==> config.mk <==
export PLATFORM = sky130hd
export DESIGN_NAME = rfe_unit
export DESIGN_NICKNAME = d
export VERILOG_FILES = /design/src/rtl/rfe_unit.sv
export SDC_FILE = /design/constraint.sdc
export NUM_CORES = 1
export LEC_CHECK = 0
export ABC_CLOCK_PERIOD_IN_PS = 1700
export CORE_MARGIN = 5
export CORE_UTILIZATION = 47
export CTS_CLUSTER_SIZE = 20
export DETAILED_ROUTE_END_ITERATION = 8
export GPL_TIMING_DRIVEN = 0
export HOLD_SLACK_MARGIN = 0.06
export PLACE_DENSITY = 0.78
export SYNTH_ARGS = -nofsm -noshare
export SYNTH_HDL_FRONTEND = slang
export SYNTH_SLANG_ARGS = --single-unit
==> constraint.sdc <==
create_clock -name clk -period 1.7 [get_ports clk]
set_input_delay 0.34 -clock clk [delete_from_list [all_inputs] [get_ports clk]]
set_output_delay 0.34 -clock clk [all_outputs]
set_load 0.01 [all_outputs]
==> src/rtl/rfe_unit.sv <==
// rtl/rfe_unit.sv - return-from-exception sequencer: drain, flush, redirect PC, restore user mode.
// Optional RFE_NESTED_EN: 4-deep return-address LIFO instead of a single saved register.
module rfe_unit (
  input  logic        clk,
  input  logic        reset,
  input  logic        rfe,
  input  logic        s_u,
  input  logic        exc_taken,
  input  logic [31:0] epc_in,
  input  logic        pipe_empty,
  input  logic        fetch_ready,
  output logic        stall,
  output logic        flush,
  output logic        pc_load,
  output logic [31:0] pc_target,
  output logic        s_u_set,
  output logic        priv_err,
  output logic        busy
);

  localparam logic [31:0] RESET_TARGET = 32'h0001_0000;

  typedef enum logic [1:0] {IDLE, DRAIN, FLUSH, LOAD} state_t;

  state_t      state_q, state_d;
  logic [31:0] pc_target_q, pc_target_d;
  logic        priv_err_q, priv_err_d;
  logic        consume;
  logic [31:0] ret_addr;

`ifdef RFE_NESTED_EN
  logic [31:0] stk_q [4];
  logic [31:0] stk_d [4];
  logic [2:0]  cnt_q, cnt_d;
  logic [1:0]  top_idx;

  assign top_idx  = cnt_q[1:0] - 2'd1;
  assign ret_addr = (cnt_q != 3'd0) ? stk_q[top_idx] : RESET_TARGET;

  // Pop before push so a coincident capture lands on the post-consume stack.
  always_comb begin
    stk_d = stk_q;
    cnt_d = cnt_q;
    if (consume && (cnt_q != 3'd0)) cnt_d = cnt_q - 3'd1;
    if (exc_taken) begin
      if (cnt_d == 3'd4) begin
        stk_d[0] = stk_q[1];
        stk_d[1] = stk_q[2];
        stk_d[2] = stk_q[3];
        stk_d[3] = epc_in;
      end else begin
        stk_d[cnt_d[1:0]] = epc_in;
        cnt_d = cnt_d + 3'd1;
      end
    end
  end

  always_ff @(posedge clk or negedge reset) begin
    if (!reset) begin
      cnt_q <= 3'd0;
      for (int i = 0; i < 4; i++) stk_q[i] <= RESET_TARGET;
    end else begin
      cnt_q <= cnt_d;
      stk_q <= stk_d;
    end
  end
`else
  logic [31:0] saved_q, saved_d;
  logic        valid_q, valid_d;

  assign ret_addr = valid_q ? saved_q : RESET_TARGET;

  always_comb begin
    saved_d = saved_q;
    valid_d = valid_q;
    if (consume) valid_d = 1'b0;
    if (exc_taken) begin
      saved_d = epc_in;
      valid_d = 1'b1;
    end
  end

  always_ff @(posedge clk or negedge reset) begin
    if (!reset) begin
      saved_q <= RESET_TARGET;
      valid_q <= 1'b0;
    end else begin
      saved_q <= saved_d;
      valid_q <= valid_d;
    end
  end
`endif

  always_comb begin
    state_d     = state_q;
    pc_target_d = pc_target_q;
    priv_err_d  = 1'b0;
    stall       = 1'b0;
    flush       = 1'b0;
    pc_load     = 1'b0;
    case (state_q)
      IDLE: begin
        if (rfe && !exc_taken) begin
          if (s_u) priv_err_d = 1'b1;
          else     state_d    = DRAIN;
        end
      end
      DRAIN: begin
        stall = 1'b1;
        if (exc_taken)       state_d = IDLE;
        else if (pipe_empty) state_d = FLUSH;
      end
      FLUSH: begin
        stall = 1'b1;
        flush = 1'b1;
        if (exc_taken) begin
          state_d = IDLE;
        end else begin
          pc_target_d = ret_addr;
          state_d     = LOAD;
        end
      end
      LOAD: begin
        stall   = 1'b1;
        pc_load = fetch_ready && !exc_taken;
        if (exc_taken || pc_load) state_d = IDLE;
      end
      default: state_d = IDLE;
    endcase
  end

  always_ff @(posedge clk or negedge reset) begin
    if (!reset) begin
      state_q     <= IDLE;
      pc_target_q <= RESET_TARGET;
      priv_err_q  <= 1'b0;
    end else begin
      state_q     <= state_d;
      pc_target_q <= pc_target_d;
      priv_err_q  <= priv_err_d;
    end
  end

  assign consume   = pc_load;
  assign s_u_set   = pc_load;
  assign pc_target = pc_target_q;
  assign priv_err  = priv_err_q;
  assign busy      = (state_q != IDLE);

endmodule

==> results of run 1 <==
## routing by layer
layer  wire [um]  vias up  global-route usage, %
li1            -      949                      -
met1        2387      935                  19.90
met2        2816       51                  27.05
met3         394        9                  4.541
met4          70        0                  7.649
met5           0        -                      0
## cell families (layout without fill, tap and decap cells)
kind of cell	Yosys count	count (layout)	synth area share [%]
compound gates	35	35	9.717
buf+inv	19	118	4.903
flops	68	68	61.27
mux	32	32	12.96
simple gates	76	76	11.16
## area by class of cell
type	instances	area share, %
repair buffers	85	20.64
inverters	2	0.1914
flip-flops and latches	68	43.51
multi-input cells	143	24.40
plain buffers	15	3.349
clock buffers	11	3.604
well taps	75	2.392
clock inverters	5	1.914
## registers in the layout (all words and copies together), names as in the netlist
register	flops
saved_q	32
state_q	2
pc_target	32
valid_q	1
priv_err	1
## what timing repair did
item                       CTS  global route
setup endpoints to repair    6             3
pin swaps                    3             1
setup buffers                9             0
resized for setup           22             4
## power by group through the flow
stage,clock (uW),sequential [uW],combinational (uW)
after detailed placement,0,2320,1640
after floorplan,0,2460,544
after global placement,0,2300,1610
after CTS,1460,2290,1680
after global routing,1540,2360,1790
final,1430,2290,1650
## placed cells by master, fill, tap and decap left out, drive strengths merged
master         Yosys  layout
clkdlybuf4s50      0      68
dfrtp             66      66
nand2             65      65
mux2              32      32
o21ai             32      32
buf               13      23
clkbuf             4      16
nor2               4       4
clkinv             0       3
dlygate4sd2        0       3
nor2b              2       2
inv                2       2
nand3b             2       2
a21oi              2       2
bufinv             0       2
dfstp              2       2
nor3b              2       2
or3b               1       1
o22ai              1       1
clkdlybuf4s15      0       1
## stage by stage
stage / setup slack [ns] / std cells / utilization, % / cell area (um2) / total power, uW
floorplan: 0.04366 / 230 / - / 2781 / 2999
global placement: -1.925 / 381 / 62.15 / 3636 / 3913
detailed placement: -0.8661 / 381 / 62.10 / 3633 / 3969
CTS: -0.003589 / 405 / 67.17 / 3930 / 5438
global route: -0.007873 / 404 / 67.04 / 3923 / 5690
finish: 0.04957 / 404 / 67.04 / 3923 / 5375
## how the worst min path moves through the flow
stage	from	cells past startpoint	endpoint	slack, ns
after floorplan	reset	0	pc_target[0]$_DFFE_PN0P_	0.04
after global placement	pc_target[19]$_DFFE_PN0P_	2	pc_target[19]$_DFFE_PN0P_	0.46
after detailed placement	pc_target[21]$_DFFE_PN0P_	2	pc_target[21]$_DFFE_PN0P_	0.47
after CTS	reset	1	priv_err$_DFF_PN0_	0.14
after global routing	reset	1	priv_err$_DFF_PN0_	0.18
final	reset	1	priv_err$_DFF_PN0_	0.11
==> flow_summary_export.csv, run 1 <==
group,metric,value,unit
synthesis,synth_common_cells,"66 x dfrtp_1, 65 x nand2_1, 32 x mux2_2, 25 x o21ai_2, 7 x buf_6",
setup_path,crit_path_end,"pc_load",
timing,maxSlewHeadroom,44.02,%
grt,grt_pass1_wl,9.411,mm
finish,drive_gt1_share,31.31,%
setup_path,slowest_stage,"clkdlybuf4s50_1",
floorplanning,io_pins,77,
synthesis,synth_cell_types,19,
timing,slew_violations,0,
setup_path,crit_buf_inv,2,
grt,grt_max_degree,69,
setup_path,critical_path_arrival,1.31,ns
setup_path,crit_path_end_kind,"primary output",
route,antenna_left,0,
finish,syn_to_final_growth,41.03,%
clocking,cts.sinks,68,
synthesis,netlist_area,2781,um2
setup_path,reg2reg_from,"state_q[0]$_DFFE_PN0P_",
timing,whs,0.1143,ns
timing,fmax,0.6059,GHz
power_and_ir_drop,share_comb_of_total_power,30.8,%
floorplanning,core_area,5851,um2
finish,seqCellArea,1707,um2
clocking,worstSkewPairLatency,0.33,ns
grt,grt_pass1_vias,1998,
clocking,root_buffer,"clkbuf_8",
power_and_ir_drop,clkPwrFrac,26.7,%
route,via_per_inst,4.812,
setup_path,critical-path-top-delay-family,"buffers and inverters",
synthesis,synth_top_area_share,59.38,%
floorplanning,rows,28,
place,dp_hpwl,3.838,mm
synthesis,ys_warn_count,0,
setup_path,reg2reg_slack,0.31,ns
power_and_ir_drop,p_int,3897,uW
route,wl,5.668,mm
synthesis,synth_cells,230,
setup_path,critPathKind,"input port to primary output",
min_path,worstHoldPathType,"input port to asynchronous set/reset pin",
setup_path,cp_slowest_stage_delay,0.48,ns
setup_path,r2r_end,"pc_target[0]$_DFFE_PN0P_",
power_and_ir_drop,netSwitchingFraction,27.51,%
power_and_ir_drop,ir_drop,0.6484,mV
clocking,numCtsBuffers,9,
setup_path,cp.depth,4,
floorplanning,dieArea,7556,um2
run,drv_cap,0,
setup_path,path_max_fanout,3,
synthesis,ys_ff_latch,68,
route,drc_errors,0,
timing,finalSetupViolCount,0,
grt,antenna_found_initial,0,
synthesis,synth-async-reset-ratio,100.0,%
route,wire_per_inst,14.03,um
finish,multi_input_area,957.2,um2
synthesis,ys_seq_area_share,61.27,%
clocking,holdBufCountCts,0,
synthesis,syn_nets,269,
power_and_ir_drop,seq_power_share,42.6,%
power_and_ir_drop,switching_power,1479,uW
route,vias,1944,
clocking,tritoncts,"yes",
floorplanning,dieWidth,86.93,um
synthesis,synth_most_common_cell,"dfrtp_1",
setup_path,crit_path_cell_trace,"clkdlybuf4s50_1, nand2_2, nor3b_4, buf_2",
power_and_ir_drop,leakage,0.001813,uW
route,first_pass_iters,3,
clocking,htree_levels,3,
synthesis,synthTopCellsByArea,"dfrtp_1 59%, mux2_2 13%, nand2_1 8.8%",
finish,n_fill_cell,448,
timing,skew,0.006709,ns
outcome,status,"completed",
finish,nets,363,
timing,tightest_slew,0.8398,ns
clocking,clk_path_buf_depth,2,
timing,tns,0,ns
timing,period_minus_slack,1.650,ns
synthesis,yosys.area.top_type,"dfrtp_1",
setup_path,cp-start-kind,"input port",
place,gp_congestion,0.6888,
setup_path,crit_start,"fetch_ready",
power_and_ir_drop,p_per_area,1370,nW/um2
grt,grt_use_total,16.40,%
grt,globalRouteOverflowTotal,0,
setup_path,worstRegToRegCells,5,
synthesis,synth_ff_type,"dfrtp_1",
synthesis,avgSynthCellArea,12.09,um2
floorplanning,die_h,86.93,um
place,portBuffers,76,
floorplanning,start_util,47.54,%
finish,diodes,0,
clocking,clk_pin_slew,0.07,ns
synthesis,synth_edf_count,0,
route,drt-initial-drc-count,33,
timing,min_period_over_period,97.08,%
setup_path,critical_path_required,1.36,ns
timing,finalHoldViolCount,0,
No activity file was read; power rests on OpenSTA's default activity.
==> run 2: changes to the inputs <==
Settings changed: MAX_ROUTING_LAYER set to met4.
==> flow_summary_export.csv, run 2 (same netlist as run 1, synthesis figures left out) <==
group,metric,value,unit
place,place_ws,-0.8661,ns
floorplanning,io_pins,77,
floorplanning,start_util,47.54,%
timing,whs,0.1132,ns
power_and_ir_drop,clkPwrFrac,26.6,%
grt,use_met3,4.163,%
power_and_ir_drop,share_comb_of_total_power,30.8,%
power_and_ir_drop,switching_power,1477,uW
power_and_ir_drop,power,5373,uW
setup_path,critPathKind,"input port to primary output",
clocking,tritoncts,"yes",
timing,fin_ws,0.04735,ns
run,drv_cap,0,
route,vias,1950,
timing,slew_violations,0,
grt,grt_max_degree,69,
route,drc_errors,0,
power_and_ir_drop,p_per_area,1370,nW/um2
power_and_ir_drop,seq_power_share,42.6,%
place,dp_hpwl,3.838,mm
route,via_per_inst,4.827,
finish,nets,363,
clocking,cts.sinks,68,
finish,multi_input_area,957.2,um2
grt,use_met2,27.05,%
floorplanning,die_h,86.93,um
grt,grt_pass1_wl,9.384,mm
timing,tightest_slew,0.8397,ns
grt,grt_busiest_layer,"met2",
finish,drive_gt1_share,31.31,%
timing,skew,0.005912,ns
power_and_ir_drop,p_int,3897,uW
finish,final_cell_mix,"68 x clkdlybuf4s50_1, 64 x nand2_1, 64 x dfrtp_1",
setup_path,reg2reg_from,"state_q[0]$_DFFE_PN0P_",
route,wire_per_inst,14.04,um
grt,grt_pass1_vias,2000,
clocking,htree_levels,3,
timing,fmax,0.6051,GHz
grt,grt_use_total,16.86,%
setup_path,path_max_fanout,3,
power_and_ir_drop,leakage,0.001813,uW
setup_path,critical_path_required,1.36,ns
clocking,clk_path_buf_depth,2,
finish,mostFrequentLayoutCell,"clkdlybuf4s50_1",
setup_path,worstRegToRegCells,5,
finish,syn_to_final_growth,41.03,%
setup_path,crit_path_end_kind,"primary output",
place,gp_congestion,0.6961,
clocking,worstSkewPairLatency,0.33,ns
route,antenna_left,0,
clocking,clk_pin_slew,0.07,ns
timing,finalSetupViolCount,0,
setup_path,cp-start-kind,"input port",
route,first_pass_iters,4,
finish,diodes,0,
grt,use_met1,20.09,%
route,drt-initial-drc-count,36,
floorplanning,rows,28,
grt,antenna_found_initial,0,
clocking,numCtsBuffers,9,
clocking,holdBufCountCts,0,
setup_path,critical_path_arrival,1.31,ns
power_and_ir_drop,netSwitchingFraction,27.48,%
floorplanning,dieArea,7556,um2
floorplanning,core_area,5851,um2
floorplanning,dieWidth,86.93,um
timing,maxSlewHeadroom,44.02,%
timing,min_period_over_period,97.21,%
timing,finalHoldViolCount,0,
route,wl,5.673,mm
grt,globalRouteOverflowTotal,0,
finish,n_fill_cell,448,
outcome,status,"completed",
clocking,root_buffer,"clkbuf_8",
setup_path,r2r_end,"pc_target[0]$_DFFE_PN0P_",
finish,seqCellArea,1707,um2
place,portBuffers,76,
setup_path,reg2reg_slack,0.31,ns
timing,period_minus_slack,1.653,ns
finish,fin_util,67.04,%
min_path,worstHoldPathType,"input port to asynchronous set/reset pin",
power_and_ir_drop,ir_drop,0.6484,mV
[run 2: cell counts in the layout (fill, tap and decap cells not counted)]
Identical to the previous run, type by type.
[run 2: how the worst max path moves through the flow]
stage | slack, ns | startpoint | end | cells past startpoint
detailed placement | -0.87 | exc_taken | s_u_set | 6
CTS | -0.004 | fetch_ready | s_u_set | 5
global placement | -1.92 | reset | pc_target[14]$_DFFE_PN0P_ | 1
floorplan | 0.04 | exc_taken | s_u_set | 4
global route | -0.008 | fetch_ready | pc_load | 4
finish | 0.05 | fetch_ready | pc_load | 4
[run 2: cell type report]
type | count | area share, %
Clock buffer | 11 | 3.604
Tap cell | 75 | 2.392
Clock inverter | 5 | 1.914
Sequential cell | 68 | 43.51
Timing Repair Buffer | 85 | 20.64
Buffer | 15 | 3.349
Multi-Input combinational cell | 143 | 24.40
Inverter | 2 | 0.1914
[run 2: stage by stage]
step           cells  area [um2]   TNS (ns)
4_1_cts          405        3930  -0.003589
2_1_floorplan    230        2781          0
3_3_place_gp     381        3636    -133.62
3_5_place_dp     381        3633     -4.863
5_1_grt          404        3923  -0.007873
6_report         404        3923          0
[run 2: what timing repair did]
item                       CTS  global route
gates resized for setup     22             4
pin swaps                    3             1
buffers inserted             9             0
setup endpoints to repair    6             3
[run 2: critical path, cell delays in order]
cell,delay [ns]
clkdlybuf4s50_1,0.48
nand2_2,0.09
nor3b_4,0.24
buf_2,0.17
[run 2: power by group through the flow]
stage               Clock, uW  Combinational [uW]  Sequential, uW
CTS                      1460                1680            2290
floorplan                   0                 544            2460
detailed placement          0                1640            2320
global route             1530                1790            2360
global placement            0                1610            2300
finish                   1430                1650            2290
[run 2: routing by layer]
metal,routed length (um),vias to the layer above
li1,-,947
met1,2411,942
met2,2819,52
met3,374,9
met4,68,0
met5,0,-
==> run 3: changes to the inputs <==
Settings changed: PLACE_DENSITY 0.78 to not set, PLACE_DENSITY_LB_ADDON set to 0.1, SKIP_LAST_GASP set to 1.
==> flow_summary_export.csv, run 3 (same netlist as run 1, synthesis figures left out) <==
group,metric,value,unit
timing,tightest_slew,0.8232,ns
outcome,status,"completed",
min_path,worstHoldPathType,"input port to asynchronous set/reset pin",
timing,fmax,0.5908,GHz
clocking,clk_path_buf_depth,2,
route,drc_errors,0,
grt,grt_use_total,16.88,%
setup_path,critical_path_required,1.36,ns
setup_path,reg2reg_from,"state_q[0]$_DFFE_PN0P_",
place,portBuffers,76,
finish,drive_gt1_share,30.49,%
grt,antenna_found_initial,0,
floorplanning,dieArea,7556,um2
route,wire_per_inst,13.64,um
timing,fin_ws,0.007464,ns
place,gp_congestion,0.6950,
clocking,cts.sinks,68,
timing,finalHoldViolCount,0,
floorplanning,start_util,47.54,%
run,drv_cap,0,
floorplanning,rows,28,
timing,maxSlewHeadroom,45.12,%
timing,period_minus_slack,1.693,ns
route,first_pass_iters,4,
finish,final_cell_mix,"68 x clkdlybuf4s50_1, 65 x dfrtp_1, 64 x nand2_1",
timing,slew_violations,0,
clocking,root_buffer,"clkbuf_8",
grt,grt_pass1_wl,9.301,mm
setup_path,critPathKind,"input port to primary output",
power_and_ir_drop,ir_drop,0.8726,mV
setup_path,cp-start-kind,"input port",
grt,globalRouteOverflowTotal,0,
timing,finalSetupViolCount,0,
clocking,tritoncts,"yes",
place,place_ws,-0.8055,ns
power_and_ir_drop,power,5533,uW
place,dp_hpwl,3.796,mm
grt,grt_pass1_vias,1986,
finish,mostFrequentLayoutCell,"clkdlybuf4s50_1",
floorplanning,io_pins,77,
clocking,clk_pin_slew,0.07,ns
route,via_per_inst,4.831,
clocking,htree_levels,3,
route,wl,5.498,mm
finish,diodes,0,
floorplanning,die_h,86.93,um
finish,nets,362,
finish,multi_input_area,957.2,um2
setup_path,critical_path_arrival,1.35,ns
finish,syn_to_final_growth,42.20,%
grt,grt_max_degree,69,
power_and_ir_drop,p_per_area,1399,nW/um2
power_and_ir_drop,leakage,0.001831,uW
clocking,numCtsBuffers,9,
route,antenna_left,0,
timing,rsz0062_at_grt,"true",
setup_path,crit_start,"fetch_ready",
clocking,holdBufCountCts,0,
timing,skew,0.004106,ns
timing,min_period_over_period,99.56,%
route,drt-initial-drc-count,73,
floorplanning,core_area,5851,um2
floorplanning,dieWidth,86.93,um
finish,n_fill_cell,440,
setup_path,reg2reg_slack,0.20,ns
route,vias,1947,
finish,seqCellArea,1705,um2
setup_path,path_max_fanout,3,
clocking,worstSkewPairLatency,0.34,ns
setup_path,crit_path_end_kind,"primary output",
[run 3: worst paths after layout]
path,to,cells after the start
worst max-delay path,s_u_set,5
worst min-delay path,saved_q[9]$_DFFE_PN0P_,1
worst max register to register,pc_target[0]$_DFFE_PN0P_,6
worst min register to register,pc_target[9]$_DFFE_PN0P_,2
max in group asynchronous,state_q[1]$_DFFE_PN0P_,1
min in group clk,pc_target[9]$_DFFE_PN0P_,2
[run 3: layer usage]
layer | track usage, % | vias up | part of all wire, %
met1 | 20.59 | 938 | 41
met5 | - | - | 0
li1 | - | 947 | -
met2 | 25.47 | 50 | 50
met4 | 9.773 | 0 | 2.7
met3 | 4.163 | 12 | 6.5
[run 3: worst max-delay path: stages]
cell	delay, ns
clkdlybuf4s50_1	0.47
nand2_2	0.07
nor3b_4	0.24
buf_4	0.15
buf_6	0.09
[run 3: what timing repair did]
action | in CTS | in global routing
gates resized for setup | 20 | 4
pin swaps | 2 | 2
setup endpoints to repair | 6 | 4
buffers inserted | 5 | 2
[run 3: cell type report]
type | instances | share of cell area [%]
timing repair buffer | 83 | 20.28
clock inverter | 4 | 2.404
multi-input combinational | 143 | 24.20
buffer | 16 | 3.512
inverter | 2 | 0.1898
clock buffer | 12 | 3.923
tap | 75 | 2.373
sequential | 68 | 43.12
[run 3: report_power, final]
| part | internal (uW) | switching [uW] | leakage, uW | total (uW) |
|---|---|---|---|---|
| clock network | 1050 | 571 | 0.000127 | 1620 |
| logic | 967 | 655 | 0.000877 | 1620 |
| registers | 2050 | 233 | 0.000827 | 2290 |
| total | 4070 | 1460 | 0.00183 | 5530 |
[run 3: stage by stage]
stage / util, % / instances / setup TNS [ns] / cell area, um2 / hold slack [ns]
after CTS: 67.43 / 401 / -0.1020 / 3945 / 0.1224
after floorplan: - / 230 / 0 / 2781 / 0.04441
after detailed placement: 62.10 / 381 / -5.022 / 3633 / 0.4656
after global routing: 67.60 / 403 / -0.04801 / 3955 / 0.1703
final: 67.60 / 403 / 0 / 3955 / 0.09520
after global placement: 62.15 / 381 / -138.49 / 3636 / 0.4598
